## src/rtl/seq_mul_pkg.sv

```systemverilog
// seq_mul_pkg: shared defaults, iteration count and FSM state encoding for seq_mul_unit
package seq_mul_pkg;
  localparam int DEF_DATA_W = 8;
  localparam int DEF_ADDR_W = 3;
  localparam int DEF_ITER = 8;
  typedef enum logic [1:0] {S_IDLE = 2'd0, S_RUN = 2'd1, S_WB = 2'd2} state_t;
endpackage

```

## src/rtl/seq_mul_if.sv

```systemverilog
// seq_mul_if: issue (start, signed_op, op_a, op_b, dest_addr) and write-back (busy, wb_write, wb_addr, wb_data, plus wb_data_hi/ovf under SEQ_MUL_HIGH_EN) bundle
interface seq_mul_if
  import seq_mul_pkg::*;
#(
  parameter int DATA_W = DEF_DATA_W,
  parameter int ADDR_W = DEF_ADDR_W
);
  logic start;
  logic signed_op;
  logic [DATA_W-1:0] op_a;
  logic [DATA_W-1:0] op_b;
  logic [ADDR_W-1:0] dest_addr;
  logic busy;
  logic wb_write;
  logic [ADDR_W-1:0] wb_addr;
  logic [DATA_W-1:0] wb_data;
`ifdef SEQ_MUL_HIGH_EN
  logic [DATA_W-1:0] wb_data_hi;
  logic ovf;
  modport master (output start, signed_op, op_a, op_b, dest_addr,
                  input busy, wb_write, wb_addr, wb_data, wb_data_hi, ovf);
  modport slave (input start, signed_op, op_a, op_b, dest_addr,
                 output busy, wb_write, wb_addr, wb_data, wb_data_hi, ovf);
`else
  modport master (output start, signed_op, op_a, op_b, dest_addr,
                  input busy, wb_write, wb_addr, wb_data);
  modport slave (input start, signed_op, op_a, op_b, dest_addr,
                 output busy, wb_write, wb_addr, wb_data);
`endif
endinterface

```

## src/rtl/mul_sign_fix.sv

```systemverilog
// mul_sign_fix: combinational conditional two's-complement negate (val in, neg in, res out) for operand magnitude and product sign correction
module mul_sign_fix #(
  parameter int W = 8
) (
  input  logic [W-1:0] val,
  input  logic         neg,
  output logic [W-1:0] res
);
  assign res = neg ? -val : val;
endmodule

```

## src/rtl/seq_mul_unit.sv

```systemverilog
// seq_mul_unit: 8x8 shift-add multiplier with register-file write-back; ports CLK, RESET, bus (seq_mul_if.slave); SEQ_MUL_HIGH_EN adds wb_data_hi and ovf
module seq_mul_unit
  import seq_mul_pkg::*;
#(
  parameter int DATA_W = DEF_DATA_W,
  parameter int ADDR_W = DEF_ADDR_W,
  parameter int ITER = DEF_ITER
) (
  input logic CLK,
  input logic RESET,
  seq_mul_if.slave bus
);
  localparam int CW = $clog2(ITER + 1);
  state_t state, state_nx;
  logic [DATA_W-1:0] mcand, mplier, mag_a, mag_b;
  logic [2*DATA_W-1:0] acc;
  logic [DATA_W:0] sum;
  logic [CW-1:0] cnt;
  logic [ADDR_W-1:0] dest;
  logic sign, wb, run_done;
  mul_sign_fix #(.W(DATA_W)) u_fix_a (.val(bus.op_a), .neg(bus.signed_op & bus.op_a[DATA_W-1]), .res(mag_a));
  mul_sign_fix #(.W(DATA_W)) u_fix_b (.val(bus.op_b), .neg(bus.signed_op & bus.op_b[DATA_W-1]), .res(mag_b));
  // RUN holds one extra cycle after the last iteration so WB lands nine edges after the accept
  assign run_done = cnt == CW'(ITER);
  always_ff @(posedge CLK) state <= RESET ? S_IDLE : state_nx;
  always_comb begin
    state_nx = state == S_IDLE ? (bus.start ? S_RUN : S_IDLE) :
               state == S_RUN  ? (run_done ? S_WB : S_RUN) : S_IDLE;
    sum = {1'b0, acc[2*DATA_W-1:DATA_W]} + {1'b0, mplier[0] ? mcand : '0};
  end
`ifdef SEQ_MUL_HIGH_EN
  logic sgn_op;
  logic [2*DATA_W-1:0] prod;
  mul_sign_fix #(.W(2*DATA_W)) u_fix_p (.val(acc), .neg(sign), .res(prod));
  always_ff @(posedge CLK) sgn_op <= RESET ? 1'b0 : (state == S_IDLE && bus.start) ? bus.signed_op : sgn_op;
  assign bus.wb_data_hi = wb ? prod[2*DATA_W-1:DATA_W] : '0;
  assign bus.ovf = wb & (sgn_op ? ~(&prod[2*DATA_W-1:DATA_W-1] | ~|prod[2*DATA_W-1:DATA_W-1])
                                : |prod[2*DATA_W-1:DATA_W]);
`else
  logic [DATA_W-1:0] prod;
  mul_sign_fix #(.W(DATA_W)) u_fix_p (.val(acc[DATA_W-1:0]), .neg(sign), .res(prod));
`endif
  always_ff @(posedge CLK) begin
    if (RESET) begin
      mcand <= '0;
      mplier <= '0;
      sign <= 1'b0;
      dest <= '0;
      acc <= '0;
      cnt <= '0;
    end else if (state == S_IDLE && bus.start) begin
      mcand <= mag_a;
      mplier <= mag_b;
      sign <= bus.signed_op & (bus.op_a[DATA_W-1] ^ bus.op_b[DATA_W-1]);
      dest <= bus.dest_addr;
      acc <= '0;
      cnt <= '0;
    end else if (state == S_RUN && !run_done) begin
      acc <= {sum, acc[DATA_W-1:1]};
      mplier <= mplier >> 1;
      cnt <= cnt + 1'b1;
    end
  end
  assign wb = state == S_WB;
  assign bus.busy = state != S_IDLE;
  assign bus.wb_write = wb;
  assign bus.wb_addr = wb ? dest : '0;
  assign bus.wb_data = wb ? prod[DATA_W-1:0] : '0;
endmodule

```

## src/flat_wrapper.sv

```systemverilog
// flat-port wrapper written by rule: the top's interface ports become plain ports
module seq_mul_unit_flat import seq_mul_pkg::*;
#(
  parameter int DATA_W = DEF_DATA_W,
  parameter int ADDR_W = DEF_ADDR_W,
  parameter int ITER = DEF_ITER
)
  (CLK, RESET, bus_start, bus_signed_op, bus_op_a, bus_op_b, bus_dest_addr, bus_busy, bus_wb_write, bus_wb_addr, bus_wb_data);
  seq_mul_if #(.DATA_W(DATA_W), .ADDR_W(ADDR_W)) bus_i ();
  input logic CLK;
  input logic RESET;
  input wire logic [$bits(bus_i.start)-1:0] bus_start;
  input wire logic [$bits(bus_i.signed_op)-1:0] bus_signed_op;
  input wire logic [$bits(bus_i.op_a)-1:0] bus_op_a;
  input wire logic [$bits(bus_i.op_b)-1:0] bus_op_b;
  input wire logic [$bits(bus_i.dest_addr)-1:0] bus_dest_addr;
  output wire logic [$bits(bus_i.busy)-1:0] bus_busy;
  output wire logic [$bits(bus_i.wb_write)-1:0] bus_wb_write;
  output wire logic [$bits(bus_i.wb_addr)-1:0] bus_wb_addr;
  output wire logic [$bits(bus_i.wb_data)-1:0] bus_wb_data;
  assign bus_i.start = bus_start;
  assign bus_i.signed_op = bus_signed_op;
  assign bus_i.op_a = bus_op_a;
  assign bus_i.op_b = bus_op_b;
  assign bus_i.dest_addr = bus_dest_addr;
  assign bus_busy = bus_i.busy;
  assign bus_wb_write = bus_i.wb_write;
  assign bus_wb_addr = bus_i.wb_addr;
  assign bus_wb_data = bus_i.wb_data;
  seq_mul_unit #(.DATA_W(DATA_W), .ADDR_W(ADDR_W), .ITER(ITER)) u_core (.CLK(CLK), .RESET(RESET), .bus(bus_i));
endmodule
```

## config.mk

```make
export PLATFORM = sky130hd
export DESIGN_NAME = seq_mul_unit_flat
export DESIGN_NICKNAME = d
export VERILOG_FILES = /design/src/rtl/seq_mul_pkg.sv /design/src/rtl/seq_mul_if.sv /design/src/rtl/mul_sign_fix.sv /design/src/rtl/seq_mul_unit.sv /design/src/flat_wrapper.sv
export SDC_FILE = /design/constraint.sdc
export NUM_CORES = 1
export LEC_CHECK = 0
export CELL_PAD_IN_SITES_DETAIL_PLACEMENT = 1
export CELL_PAD_IN_SITES_GLOBAL_PLACEMENT = 2
export CORE_MARGIN = 5
export CORE_UTILIZATION = 32
export DETAILED_ROUTE_END_ITERATION = 12
export HOLD_SLACK_MARGIN = 0.12
export PLACE_DENSITY_LB_ADDON = 0.1
export RECOVER_POWER = 50
export SLEW_MARGIN = 40
export SYNTH_ARGS = -nofsm -noshare
export SYNTH_HDL_FRONTEND = slang
export SYNTH_HIERARCHICAL = 1
export SYNTH_SLANG_ARGS = --single-unit
```

## constraint.sdc

```tcl
create_clock -name CLK -period 2.25 [get_ports CLK]
set_input_delay 0.45 -clock CLK [delete_from_list [all_inputs] [get_ports CLK]]
set_output_delay 0.45 -clock CLK [all_outputs]
set_load 0.01 [all_outputs]
```

# After elaboration in Yosys (flattened, before gate mapping)
# Index checks and enable logic that the tools add are counted.
# W data, S select, Z words.
# totals
regBits	42
in_bits	23
output_inout_bits	13
wordCells	38
# classes
addsub	5
eq_ne	3
n_mux	12
bitwise_logic	4
reduce_logical	7
# op_table
op	n
$mux W8	7
$neg A8 Y8	3
$add A8 B8 Y9	1
$mux W2	3
$add A4 B1 Y4 const B	1
$eq A4 B4 Y1 const B	1
$reduce_bool A2 Y1	2
$and A1 B1 Y1	3
$mux W3	1
$eq A2 B1 Y1 const B	1
$eq A2 B2 Y1 const B	1
$logic_and A1 B1 Y1	2
$logic_not A2 Y1	1
$reduce_or A2 Y1	1
$logic_not A1 Y1	1
$mux W1	1
$xor A1 B1 Y1	1

# Logic depth before layout (Yosys ltp)
# Gate-level depths: netlist (run 1).
# depth
depth_word	5
depth_mapped	7
ltp_nobuf	7

# Modules after synthesis
# Netlist (run 1), hierarchy kept.
# modules_own_cells
module	instances	cells_each	area_each_um2	seq_area_each_um2
seq_mul_unit	1	257	2026.9	840.8
mul_sign_fix	3	21	171.4	0.0

# Least setup slack after synthesis (run 1)
# No wires, ideal clock.
# synth_path
kind	register -> register
from	register u_core.mplier[0]
to	register u_core.acc[13]
setup_time_ns	0.062
arrival_time_ns	1.900
t_required_ns	2.188
slack_ns	0.288
path_stages_with_launch	8
path_buffers	0
path_cell_list	dfxtp_1 and2_1 ha_1 fa_1 a211oi_1 o21ai_0 a211o_2 nand3_1
# synth_between
elab_chain_len	2
# synth_rtl
item	line_no	rtl
start, declared	seq_mul_unit.sv:15	logic [DATA_W-1:0] mcand, mplier, mag_a, mag_b;
start signal, assigned	seq_mul_unit.sv:53	mplier <= mag_b;
start signal, assigned	seq_mul_unit.sv:60	mplier <= mplier >> 1;
$mux W8	seq_mul_unit.sv:29	sum = {1'b0, acc[2*DATA_W-1:DATA_W]} + {1'b0, mplier[0] ? mcand : '0};
$add A8 B8 Y9	seq_mul_unit.sv:29	
end signal, assigned	seq_mul_unit.sv:59	acc <= {sum, acc[DATA_W-1:1]};
end, declared	seq_mul_unit.sv:16	logic [2*DATA_W-1:0] acc;
# Every way passes these cells.
# A chain may end at the register's enable or synchronous reset.

# Final worst setup path (run 1)
# layout_path
from	register u_core.acc[4]
to	output bus_wb_data[6]
# layout_between
elab_chain_len	3
# layout_rtl
item	line_no	rtl
$neg A8 Y8	mul_sign_fix.sv:9	assign res = neg ? -val : val;
$mux W8	mul_sign_fix.sv:9	
net u_core.prod[6]	seq_mul_unit.sv:40	logic [DATA_W-1:0] prod;
$mux W8	seq_mul_unit.sv:68	assign bus.wb_data = wb ? prod[DATA_W-1:0] : '0;
end, declared	flat_wrapper.sv:20	output wire logic [$bits(bus_i.wb_data)-1:0] bus_wb_data;
# The timed path passes the listed nets, and every way through them passes these cells.

==> parameters.txt, run 1 <==
Parameter                              Value

Critical path
  Start-to-end type of the worst setup path ... flip-flop to output pin
  Longest individual stage delay on the worst path ... 400 ps
  Worst EP required ... 1800 ps
  Worst R2R Path Depth ... 7
  Critical path, cell by cell ... or3_4 -> o21ai_1 -> xnor2_1 -> and2_1 -> dlygate4sd2_1
  Category of the worst setup path capture point ... output pin
  Setup slack on the worst flop-to-flop path ... 160 ps
  Sum of buffers and inverters on the critical path ... 1
  Sort of element at the start of the critical path ... flip-flop
  Worst reg2reg startpoint ... u_core/mplier[0]$_SDFFE_PP0P_
  Terminus of the critical flop-to-flop path ... u_core/acc[11]$_SDFFE_PP0P_
  Crit path from ... u_core/acc[4]$_SDFFE_PP0P_
  Cell with the biggest individual delay on the critical path ... sky130_fd_sc_hd__or3_4
  Largest fanout of any net on the critical path ... 2
  Crit path DAT ... 1680 ps
  Cell type group with the largest total delay on the critical path ... simple AND/OR/NAND/NOR gates

Floorplan
  Number of rows in the core area ... 32
  Initial cell density of the core ... 32.89%
  Core footprint ... 7727 sq um
  Die H ... 99.12 um
  Area enclosed by the die boundary ... 9824 sq um
  IO Count ... 36
  Width of the die ... 99.12 um

Clock network
  TritonCTS clock tree ... built
  Root cell of the clock tree ... sky130_fd_sc_hd__clkbuf_8
  Max clock buf depth ... 2
  Max H-tree Level ... 2
  Inserted Clock Buffers ... 5
  Post-cts hold buffer count ... 0
  Clk sink count ... 42
  Clock latency on the worst-skew pair ... 300 ps
  Clock transition time at the flip-flop clock pins of the worst setup and hold paths ... 90 ps

Worst hold path
  Hold depth ... 2
  Classification of the worst-slack hold path ... flip-flop to flip-flop
  Hold Crit Start ... u_core/dest[0]$_SDFFE_PP0P_
  Hold EP ... u_core/dest[0]$_SDFFE_PP0P_

Finish
  Number of inserted diodes ... 0
  Area growth syn-to-layout ... 24.47%
  Final non-filler cell area ... 3163 sq um
  Final #Nets ... 397
  Final Core Density ... 40.93%
  Share of layout cells above drive strength 1 ... 11.91%

Power
  Leakage Power ... 1.201 nW
  PwrDens ... 530.1 nW/um^2
  VDD IR-drop max ... 0.2534 mV

Route
  DRC viols ... 0
  Number of detailed-routing iterations run before antenna repair ... 4
  Via count ... 2,233
  Mean routed wirelength per cell ... 13.33 um
  Ratio of routed vias to standard cells ... 4.823
  Number of DRC markers after the initial detailed-route iteration ... 55
  WL final ... 6174 um
  Antenna-violating nets left ... 0

Timing
  Final worst path period need ... 2130 ps
  Slew Viols, Final ... 0
  Setup Viol. Count Final ... 0
  Slew @ Worst Pin ... 686.3 ps
  Maximum frequency from static timing analysis ... 0.4694 GHz
  Slew Limit Headroom ... 54.25%
  Final hold violations ... 0
  Worst clock skew on the final layout ... 6.051 ps
  Crit share post-route ... 94.69%
  Final sum of negative setup slack ... 0 ps
  Setup repair after global routing missed its margin ... no

Synth
  Most instantiated library cell after synthesis ... sky130_fd_sc_hd__nand2_1
  #FFs+latches synth ... 42
  Fraction of the yosys area taken by sequential cells ... 33.09%
  Synth Net Count ... 357
  Ranking of synthesized cells by area ... sky130_fd_sc_hd__dfxtp_1 33%, sky130_fd_sc_hd__nand2_1 10%, sky130_fd_sc_hd__xnor2_1 7.2%, sky130_fd_sc_hd__ha_1 6.4%, sky130_fd_sc_hd__a21oi_1 5.7%
  Synthesis Warnings ... 6
  Most area-hungry cell type in the Yosys netlist ... sky130_fd_sc_hd__dfxtp_1
  Post-Synthesis Cells ... 320
  Total standard cell area after synthesis ... 2541 sq um
  Share of the synthesized area in the top cell type ... 33.09%
  Post-Syn Area per Cell ... 7.941 sq um
  Commonest register cell after synthesis ... sky130_fd_sc_hd__dfxtp_1
  Count of flip-flops with a built-in enable after synthesis ... 0
  Commonest cells post-synth ... 69 x sky130_fd_sc_hd__nand2_1, 42 x sky130_fd_sc_hd__dfxtp_1, 29 x sky130_fd_sc_hd__a21oi_1
  Async S/R FF share, synth ... 0%
  Number of distinct library cell variants in the gate-level netlist after synthesis ... 37

Outcome
  Result of the run ... complete, no violations

Global route
  Largest net degree at the start of global routing ... 29
  GR Overflow Total ... 0
  Antenna violations before repair ... 0
  Total Routing Usage GR ... 13.08%
  First-pass GRT wire length ... 10,560 um
  Number of global-route vias before repair ... 2,264

Placement
  Port Buffers ... 35
  Placer Congestion ... 0.7639
  Detailed Place HPWL ... 4885 um
  Instance area after placement ... 3050 sq um

Flow run
  Number of maximum-capacitance constraint violations ... 0
==> worst register-to-register path, delay by kind of cell, from the launching register on <==
kind	cells	cell delay (ps)
compound gates	2	450
fa+ha+maj	2	650
flops	1	340
simple gates	3	590
==> worst max-delay path by stage <==
| stage | end | depth (start not counted) |
|---|---|---|
| 6_report | bus_wb_data[6] | 5 |
| 5_1_grt | bus_wb_data[3] | 5 |
| 2_1_floorplan | u_core/acc[13]$_SDFFE_PP0P_ | 7 |
| 3_5_place_dp | bus_wb_data[5] | 5 |
| 4_1_cts | bus_wb_data[7] | 5 |
| 3_3_place_gp | bus_wb_data[5] | 5 |
==> where the power goes <==
group	total (mW)	switching (mW)	internal, mW
logic	0.264	0.146	0.118
registers	0.801	0.0236	0.777
clock network	0.612	0.280	0.333
total	1.68	0.449	1.23
==> sequential cells by signal, indices dropped and copies added, names as in the netlist <==
register and count:
u_core/state 2, u_core/cnt 4, u_core/acc 16, u_core/mcand 8
u_core/dest 3, u_core/sign 1, u_core/mplier 8
==> through the flow <==
stage	hold WS [ps]	instances	power (mW)	setup slack, ps
after CTS	456.2	463	1.711	3.420
after global placement	439.5	455	1.084	73.77
final	451.3	463	1.677	119.5
after detailed placement	445.2	455	1.088	53.90
after global routing	474.9	463	1.765	29.97
after floorplan	431.7	320	0.9757	288.0
==> cell families (layout without fill, tap and decap cells) <==
kind of cell / Yosys count / count (layout) / share of synthesized area [%]
and+or+nand+nor: 145 / 145 / 28.61
buffers and inverters: 27 / 68 / 4.530
xor gates and xnor gates: 24 / 24 / 8.272
AOI/OAI and AO/OA: 68 / 68 / 18.32
adders and majority gates: 14 / 14 / 7.189
DFF: 42 / 42 / 33.09
==> per-layer routing <==
metal / wire length (um) / GRT usage, %
met4: 110 / 4.517
met1: 3146 / 17.55
met3: 215 / 2.454
met2: 2701 / 21.07
met5: 0 / 0
==> final cells by class <==
class	instances	area (sq um)
clock buffer	5	68.82
clock inverter	3	43.79
fill	939	4564
inverter	11	41.29
multi-input combinational	251	1602
sequential	42	844.6
tap	102	127.6
timing repair buffer	49	435.4
==> layout by cell type, fill, tap and decap left out, drive strengths merged, types with 3 or more instances in the layout <==
cell type / Yosys / final
nand2: 69 / 69
dfxtp: 42 / 42
a21oi: 29 / 29
clkdlybuf4s50: 0 / 28
and2: 21 / 21
xnor2: 21 / 21
nor2: 16 / 16
o21ai: 15 / 15
ha: 13 / 13
buf: 5 / 12
inv: 11 / 12
nand3: 9 / 9
clkbuf: 11 / 9
or3: 8 / 8
nand2b: 7 / 7
a311oi: 7 / 7
o31ai: 6 / 6
dlygate4sd2: 0 / 4
a211oi: 4 / 4
nand4: 3 / 3
xor2: 3 / 3
==> what timing repair did <==
action / in CTS / in global routing
pin swaps: 0 / 0
setup buffers: 0 / 0
resized for setup: 11 / 8
endpoints found under the setup margin: 11 / 8
Power figures use the tool's default switching activity.
==> run 2, diff against run 1 <==
- ABC_AREA: not set -> 1
- CORE_UTILIZATION: 32 -> 30
- PLACE_DENSITY_LB_ADDON: 0.1 -> 0.25
==> parameters.txt, run 2 <==
Parameter                              Value

Outcome
  Result of the run ... complete, no violations (unchanged)

Synth
  Most area-hungry cell type in the Yosys netlist ... sky130_fd_sc_hd__dfxtp_1 (unchanged)
  Async S/R FF share, synth ... 0% (unchanged)
  Fraction of the yosys area taken by sequential cells ... 30.94% (was 33.09%)
  Ranking of synthesized cells by area ... sky130_fd_sc_hd__dfxtp_1 31%, sky130_fd_sc_hd__nand2_1 14%, sky130_fd_sc_hd__nor2_1 9.8%, sky130_fd_sc_hd__inv_1 7.9%, sky130_fd_sc_hd__ha_1 6.0% (was sky130_fd_sc_hd__dfxtp_1 33%, sky130_fd_sc_hd__nand2_1 10%, sky130_fd_sc_hd__xnor2_1 7.2%, sky130_fd_sc_hd__ha_1 6.4%, sky130_fd_sc_hd__a21oi_1 5.7%)
  Count of flip-flops with a built-in enable after synthesis ... 0 (unchanged)
  #FFs+latches synth ... 42 (unchanged)
  Number of distinct library cell variants in the gate-level netlist after synthesis ... 29 (was 37)
  Commonest cells post-synth ... 103 x sky130_fd_sc_hd__nand2_1, 71 x sky130_fd_sc_hd__nor2_1, 57 x sky130_fd_sc_hd__inv_1 (was 69 x sky130_fd_sc_hd__nand2_1, 42 x sky130_fd_sc_hd__dfxtp_1, 29 x sky130_fd_sc_hd__a21oi_1)
  Commonest register cell after synthesis ... sky130_fd_sc_hd__dfxtp_1 (unchanged)
  Post-Syn Area per Cell ... 6.440 sq um (was 7.941 sq um)
  Share of the synthesized area in the top cell type ... 30.94% (was 33.09%)
  Post-Synthesis Cells ... 422 (was 320)
  Synthesis Warnings ... 6 (unchanged)
  Most instantiated library cell after synthesis ... sky130_fd_sc_hd__nand2_1 (unchanged)
  Synth Net Count ... 459 (was 357)
  Total standard cell area after synthesis ... 2718 sq um (was 2541 sq um)

Clock network
  TritonCTS clock tree ... built (unchanged)
  Max H-tree Level ... 2 (unchanged)
  Clock transition time at the flip-flop clock pins of the worst setup and hold paths ... 90 ps (about the same)
  Root cell of the clock tree ... sky130_fd_sc_hd__clkbuf_8 (unchanged)
  Max clock buf depth ... 2 (unchanged)
  Clk sink count ... 42 (unchanged)
  Clock latency on the worst-skew pair ... 300 ps (about the same)
  Post-cts hold buffer count ... 0 (unchanged)
  Inserted Clock Buffers ... 5 (unchanged)

Global route
  Total Routing Usage GR ... 11.86% (was 13.08%)
  GR Overflow Total ... 0 (unchanged)
  Antenna violations before repair ... 0 (unchanged)
  First-pass GRT wire length ... 11,210 um (was 10,560 um)
  Largest net degree at the start of global routing ... 32 (was 29)
  Number of global-route vias before repair ... 2,463 (was 2,264)

Timing
  Maximum frequency from static timing analysis ... 0.4695 GHz (was 0.4694 GHz)
  Final hold violations ... 0 (unchanged)
  Worst clock skew on the final layout ... 10.19 ps (was 6.051 ps)
  Worst slack on hold paths ... 459.2 ps (was 451.3 ps)
  Final worst path period need ... 2130 ps (about the same)
  Setup Viol. Count Final ... 0 (unchanged)
  Slew Viols, Final ... 0 (unchanged)
  Crit share post-route ... 94.66% (was 94.69%)
  Slew Limit Headroom ... 46.69% (was 54.25%)
  Slew @ Worst Pin ... 797.8 ps (was 686.3 ps)
  Setup repair after global routing missed its margin ... no (unchanged)
  Final sum of negative setup slack ... 0 ps (unchanged)

Finish
  Flip-flop count of the largest register after layout ... 16 (unchanged)
  Area growth syn-to-layout ... 17.54% (was 24.47%)
  Filler cells ... 1,148 (was 939)
  Final non-filler cell area ... 3194 sq um (was 3163 sq um)
  Non-filler instance count after layout ... 558 (was 463)
  Final #Nets ... 487 (was 397)
  Commonest non-fill, non-tap cell in the layout ... sky130_fd_sc_hd__nand2_1 (unchanged)
  Number of inserted diodes ... 0 (unchanged)
  Most used cells in the layout excluding fill and tap cells ... 104 x sky130_fd_sc_hd__nand2_1, 71 x sky130_fd_sc_hd__nor2_1, 56 x sky130_fd_sc_hd__inv_1 (was 69 x sky130_fd_sc_hd__nand2_1, 39 x sky130_fd_sc_hd__dfxtp_1, 29 x sky130_fd_sc_hd__a21oi_1)
  Largest registers in the final layout ... u_core/acc x16, u_core/mcand x8, u_core/mplier x8 (unchanged)
  Register name with the most flops ... u_core/acc (unchanged)
  Share of layout cells above drive strength 1 ... 7.333% (was 11.91%)
  Final Core Density ... 36.45% (was 40.93%)

Critical path
  Cell with the biggest individual delay on the critical path ... sky130_fd_sc_hd__clkdlybuf4s50_1 (was sky130_fd_sc_hd__or3_4)
  Sort of element at the start of the critical path ... flip-flop (unchanged)
  Most used cell, CP ... sky130_fd_sc_hd__nor2_1
  Crit path DAT ... 1680 ps (about the same)
  Worst EP required ... 1800 ps (about the same)
  Longest individual stage delay on the worst path ... 560 ps (was 400 ps)
  Critical path, cell by cell ... inv_1 -> nor2_1 -> inv_2 -> nor2_1 -> clkdlybuf4s50_1 (was or3_4 -> o21ai_1 -> xnor2_1 -> and2_1 -> dlygate4sd2_1)
  Start-to-end type of the worst setup path ... flip-flop to output pin (unchanged)
  Category of the worst setup path capture point ... output pin (unchanged)
  Largest fanout of any net on the critical path ... 7 (was 2)

Route
  Ratio of routed vias to standard cells ... 4.487 (was 4.823)
  Mean routed wirelength per cell ... 11.47 um (was 13.33 um)
  Antenna-violating nets left ... 0 (unchanged)
  Via count ... 2,504 (was 2,233)
  Number of DRC markers after the initial detailed-route iteration ... 40 (was 55)
  WL final ... 6398 um (was 6174 um)
  Number of detailed-routing iterations run before antenna repair ... 4 (unchanged)
  DRC viols ... 0 (unchanged)

Power
  Relative contribution of the clock network to total power ... 28.9% (was 36.5%)
  PwrDens ... 517.4 nW/um^2 (was 530.1 nW/um^2)
  Internal power consumption ... 1.148 mW (was 1.228 mW)
  VDD IR-drop max ... 0.2336 mV (was 0.2534 mV)
  Leakage Power ... 1.564 nW (was 1.201 nW)
  Relative contribution of combinational cells to total power ... 20.8% (was 15.7%)
  Net switching power ... 0.5046 mW (was 0.4492 mW)
  Sequential power share ... 50.3% (was 47.8%)
  Net switching fraction of the power ... 30.53% (was 26.79%)

Floorplan
  Area enclosed by the die boundary ... 11,060 sq um (was 9824 sq um)
  Initial cell density of the core ... 31.01% (was 32.89%)
  IO Count ... 36 (unchanged)
  Die H ... 105.2 um (was 99.12 um)
  Core footprint ... 8763 sq um (was 7727 sq um)
  Number of rows in the core area ... 34 (was 32)
  Width of the die ... 105.2 um (was 99.12 um)

Placement
  Detailed Place HPWL ... 5095 um (was 4885 um)
  Port Buffers ... 35 (unchanged)
  Cell total after placement ... 550 (was 455)
  Placer Congestion ... 0.7946 (was 0.7639)
  Instance area after placement ... 3103 sq um (was 3050 sq um)

Flow run
  Number of maximum-capacitance constraint violations ... 0 (unchanged)

Worst hold path
  Classification of the worst-slack hold path ... flip-flop to flip-flop (unchanged)
-- run 2: cell types whose count changed in the layout (fill, tap and decap cells not counted), moves of 9 or more --
cell	delta
sky130_fd_sc_hd__a21oi_1	-18
sky130_fd_sc_hd__and2_1	-21
sky130_fd_sc_hd__buf_4	-9
sky130_fd_sc_hd__inv_1	+45
sky130_fd_sc_hd__nand2_1	+35
sky130_fd_sc_hd__nand3_1	+19
sky130_fd_sc_hd__nand3b_1	+9
sky130_fd_sc_hd__nor2_1	+55
sky130_fd_sc_hd__o21ai_0	+16
sky130_fd_sc_hd__xnor2_1	-14
-- run 2: worst max-delay path: cells and delay by family, from the launching register on --
family        cells  cell delay [ps]
buf+inv           3              720
flops             1              370
simple gates      2              290
-- run 2: worst paths after layout --
kind / from / end / slack [ps] / cells past startpoint
hold reg to reg: u_core/dest[2]$_SDFFE_PP0P_ / u_core/dest[2]$_SDFFE_PP0P_ / 460 / 2
hold / removal: u_core/dest[2]$_SDFFE_PP0P_ / u_core/dest[2]$_SDFFE_PP0P_ / 460 / 2
setup reg to reg: u_core/mplier[0]$_SDFFE_PP0P_ / u_core/acc[13]$_SDFFE_PP0P_ / 350 / 12
setup / recovery: u_core/state[1]$_SDFF_PP0_ / bus_wb_addr[0] / 120 / 5
-- run 2: cell type report --
type                       count  area (sq um)  share of cell area, %
inverter                      62         235.2                  7.364
tap                          108         135.1                  4.230
sequential                    42         847.1                  26.52
timing repair buffer          39         381.6                  11.95
clock buffer                   5         68.82                  2.154
multi-input combinational    300          1511                  47.32
clock inverter                 2         15.01                 0.4700
-- run 2: per-layer routing --
layer	wire [um]	GRT usage [%]	part of all wire, %	up-vias
met5	0	0	0	-
met4	88	3.836	1.4	0
met3	199	2.096	3.1	7
met2	2879	19.20	45	42
met1	3231	15.98	51	1094
li1	-	-	-	1361
-- run 2: timing repair --
action | in CTS | in global routing
resized for setup | 10 | 4
setup endpoints to repair | 11 | 7
buffers inserted | 0 | 1
pin swaps | 0 | 0
-- run 2: cells by family after synthesis --
group,synth area share [%]
compound gates,10.08
xor+xnor,3.545
fa+ha+maj,6.722
buf+inv,13.17
flops,30.94
simple gates,35.54
-- run 2: power groups by stage --
stage               Clock, mW  Combinational, mW  Sequential (mW)
finish                  0.478              0.344            0.832
CTS                     0.500              0.353            0.833
detailed placement          0              0.352            0.849
floorplan                   0              0.265            0.834
global route            0.528              0.397            0.841
global placement            0              0.343            0.848
-- run 2: per-stage QoR --
step	setup WS, ps	power, mW
3_5_place_dp	177.9	1.201
4_1_cts	2.058	1.686
2_1_floorplan	528.0	1.100
6_report	120.2	1.653
5_1_grt	17.20	1.766
3_3_place_gp	207.0	1.191
==> run 3, diff against run 2 <==
- ABC_AREA: 1 -> not set
- CORE_ASPECT_RATIO: not set -> 1.75
- CORE_UTILIZATION: 30 -> 32
==> parameters.txt, run 3 (same netlist as run 1, synthesis figures left out) <==
Parameter                              Value

Outcome
  Result of the run ... complete, no violations (unchanged)

Finish
  Area growth syn-to-layout ... 26.24% (was 17.54%)
  Largest registers in the final layout ... u_core/acc x16, u_core/mcand x8, u_core/mplier x8 (unchanged)
  Flip-flop count of the largest register after layout ... 16 (unchanged)
  Most used cells in the layout excluding fill and tap cells ... 69 x sky130_fd_sc_hd__nand2_1, 41 x sky130_fd_sc_hd__dfxtp_1, 29 x sky130_fd_sc_hd__a21oi_1 (was 104 x sky130_fd_sc_hd__nand2_1, 71 x sky130_fd_sc_hd__nor2_1, 56 x sky130_fd_sc_hd__inv_1)
  Final #Nets ... 401 (was 487)
  Register name with the most flops ... u_core/acc (unchanged)
  Number of inserted diodes ... 0 (unchanged)
  Commonest non-fill, non-tap cell in the layout ... sky130_fd_sc_hd__nand2_1 (unchanged)
  Share of layout cells above drive strength 1 ... 12.33% (was 7.333%)
  Final non-filler cell area ... 3208 sq um (was 3194 sq um)

Route
  Via count ... 2,306 (was 2,504)
  Ratio of routed vias to standard cells ... 5.068 (was 4.487)
  Met3 wire len ... 193 um (was 199 um)
  DRT met1 WL ... 2436 um (was 3231 um)
  Met2 wire length ... 3565 um (was 2879 um)
  Top Metal Used ... met4 (unchanged)
  Number of detailed-routing iterations run before antenna repair ... 4 (unchanged)
  Antenna-violating nets left ... 0 (unchanged)
  Mean routed wirelength per cell ... 13.94 um (was 11.47 um)
  WL final ... 6344 um (was 6398 um)
  DRC viols ... 0 (unchanged)
  Number of DRC markers after the initial detailed-route iteration ... 55 (was 40)

Clock network
  Root cell of the clock tree ... sky130_fd_sc_hd__clkbuf_16 (was sky130_fd_sc_hd__clkbuf_8)
  TritonCTS clock tree ... built (unchanged)
  Max H-tree Level ... 2 (unchanged)
  Inserted Clock Buffers ... 5 (unchanged)
  Clock latency on the worst-skew pair ... 290 ps (was 300 ps)
  Max clock buf depth ... 2 (unchanged)
  Post-cts hold buffer count ... 0 (unchanged)
  Clk sink count ... 42 (unchanged)
  Clock transition time at the flip-flop clock pins of the worst setup and hold paths ... 60 ps (was 90 ps)

Critical path
  Start-to-end type of the worst setup path ... flip-flop to output pin (unchanged)
  Sort of element at the start of the critical path ... flip-flop (unchanged)
  Largest fanout of any net on the critical path ... 2 (was 7)
  Worst EP required ... 1800 ps (about the same)
  Category of the worst setup path capture point ... output pin (unchanged)
  Crit path DAT ... 1710 ps (was 1680 ps)

Floorplan
  Die H ... 127.9 um (was 105.2 um)
  IO Count ... 36 (unchanged)
  Width of the die ... 77.37 um (was 105.2 um)
  Initial cell density of the core ... 32.35% (was 31.01%)
  Number of rows in the core area ... 43 (was 34)
  Area enclosed by the die boundary ... 9894 sq um (was 11,060 sq um)
  Core footprint ... 7855 sq um (was 8763 sq um)

Timing
  Slew Limit Headroom ... 60.94% (was 46.69%)
  Slew Viols, Final ... 0 (unchanged)
  Setup repair after global routing missed its margin ... yes (was no)
  Slew @ Worst Pin ... 585.9 ps (was 797.8 ps)
  Crit share post-route ... 96.13% (was 94.66%)
  Post-route worst setup slack ... 87.14 ps (was 120.2 ps)
  Worst clock skew on the final layout ... 3.815 ps (was 10.19 ps)
  Final hold violations ... 0 (unchanged)
  Final worst path period need ... 2163 ps (was 2130 ps)
  Setup Viol. Count Final ... 0 (unchanged)
  Maximum frequency from static timing analysis ... 0.4624 GHz (was 0.4695 GHz)
  Final sum of negative setup slack ... 0 ps (unchanged)

Placement
  Port Buffers ... 35 (unchanged)
  Detailed Place HPWL ... 4979 um (was 5095 um)
  Instance area after placement ... 3065 sq um (was 3103 sq um)
  Placer Congestion ... 0.7942 (was 0.7946)
  Setup Slack @ Placement ... 54.05 ps (was 177.9 ps)

Power
  Leakage Power ... 1.216 nW (was 1.564 nW)
  VDD IR-drop max ... 0.3046 mV (was 0.2336 mV)
  PwrDens ... 562.6 nW/um^2 (was 517.4 nW/um^2)
  Total Power ... 1.805 mW (was 1.653 mW)

Global route
  Antenna violations before repair ... 0 (unchanged)
  First-pass GRT wire length ... 11,120 um (was 11,210 um)
  Total Routing Usage GR ... 13.76% (was 11.86%)
  Number of global-route vias before repair ... 2,478 (was 2,463)
  Largest net degree at the start of global routing ... 29 (was 32)
  GR Overflow Total ... 0 (unchanged)

Worst hold path
  Classification of the worst-slack hold path ... flip-flop to flip-flop (unchanged)

Flow run
  Number of maximum-capacitance constraint violations ... 0 (unchanged)
[run 3: per-stage QoR]
step	util (%)	hold slack (ps)	instances
finish	40.84	451.0	455
global route	40.84	475.2	455
CTS	41.00	454.3	455
detailed placement	39.03	445.3	447
global placement	39.03	437.9	447
floorplan	-	431.7	320
[run 3: worst max-delay path, cell delays in order (launching register included)]
cell and delay (ps):
sky130_fd_sc_hd__dfxtp_1 310, sky130_fd_sc_hd__or3_4 400, sky130_fd_sc_hd__o31ai_4 230, sky130_fd_sc_hd__xnor2_1 130, sky130_fd_sc_hd__and2_1 130, sky130_fd_sc_hd__clkdlybuf4s15_1 230
[run 3: cell type report]
type                       count  area [sq um]
tap                           90         112.6
clock inverter                 2         12.51
inverter                      11         41.29
fill                         953          4647
multi-input combinational    251          1594
clock buffer                   6         138.9
timing repair buffer          53         466.7
sequential                    42         842.1
[run 3: power breakdown]
group	internal, mW	switching (mW)
logic	0.120	0.146
registers	0.778	0.0217
clock network	0.439	0.300
total	1.34	0.468
[run 3: what timing repair did]
item / CTS / global route
endpoints found under the setup margin: 7 / 7
endpoints found under the hold margin: 0 / 0
buffers inserted: 0 / 0
gates resized for setup: 10 / 8
pin swaps: 1 / 3
[run 3: path summary, 6_finish.rpt]
kind	start	cells past startpoint	slack (ps)	end
max	u_core/acc[4]$_SDFFE_PP0P_	5	90	bus_wb_data[7]
min	u_core/mcand[4]$_SDFFE_PP0P_	2	450	u_core/mcand[4]$_SDFFE_PP0P_
max reg2reg	u_core/mcand[0]$_SDFFE_PP0P_	7	110	u_core/acc[13]$_SDFFE_PP0P_
min reg2reg	u_core/mcand[4]$_SDFFE_PP0P_	2	450	u_core/mcand[4]$_SDFFE_PP0P_
[run 3: metal layers]
metal,vias up,track usage (%)
met3,8,2.039
met1,1088,14.28
met5,-,0
met4,0,6.174
met2,37,26.46
li1,1173,-
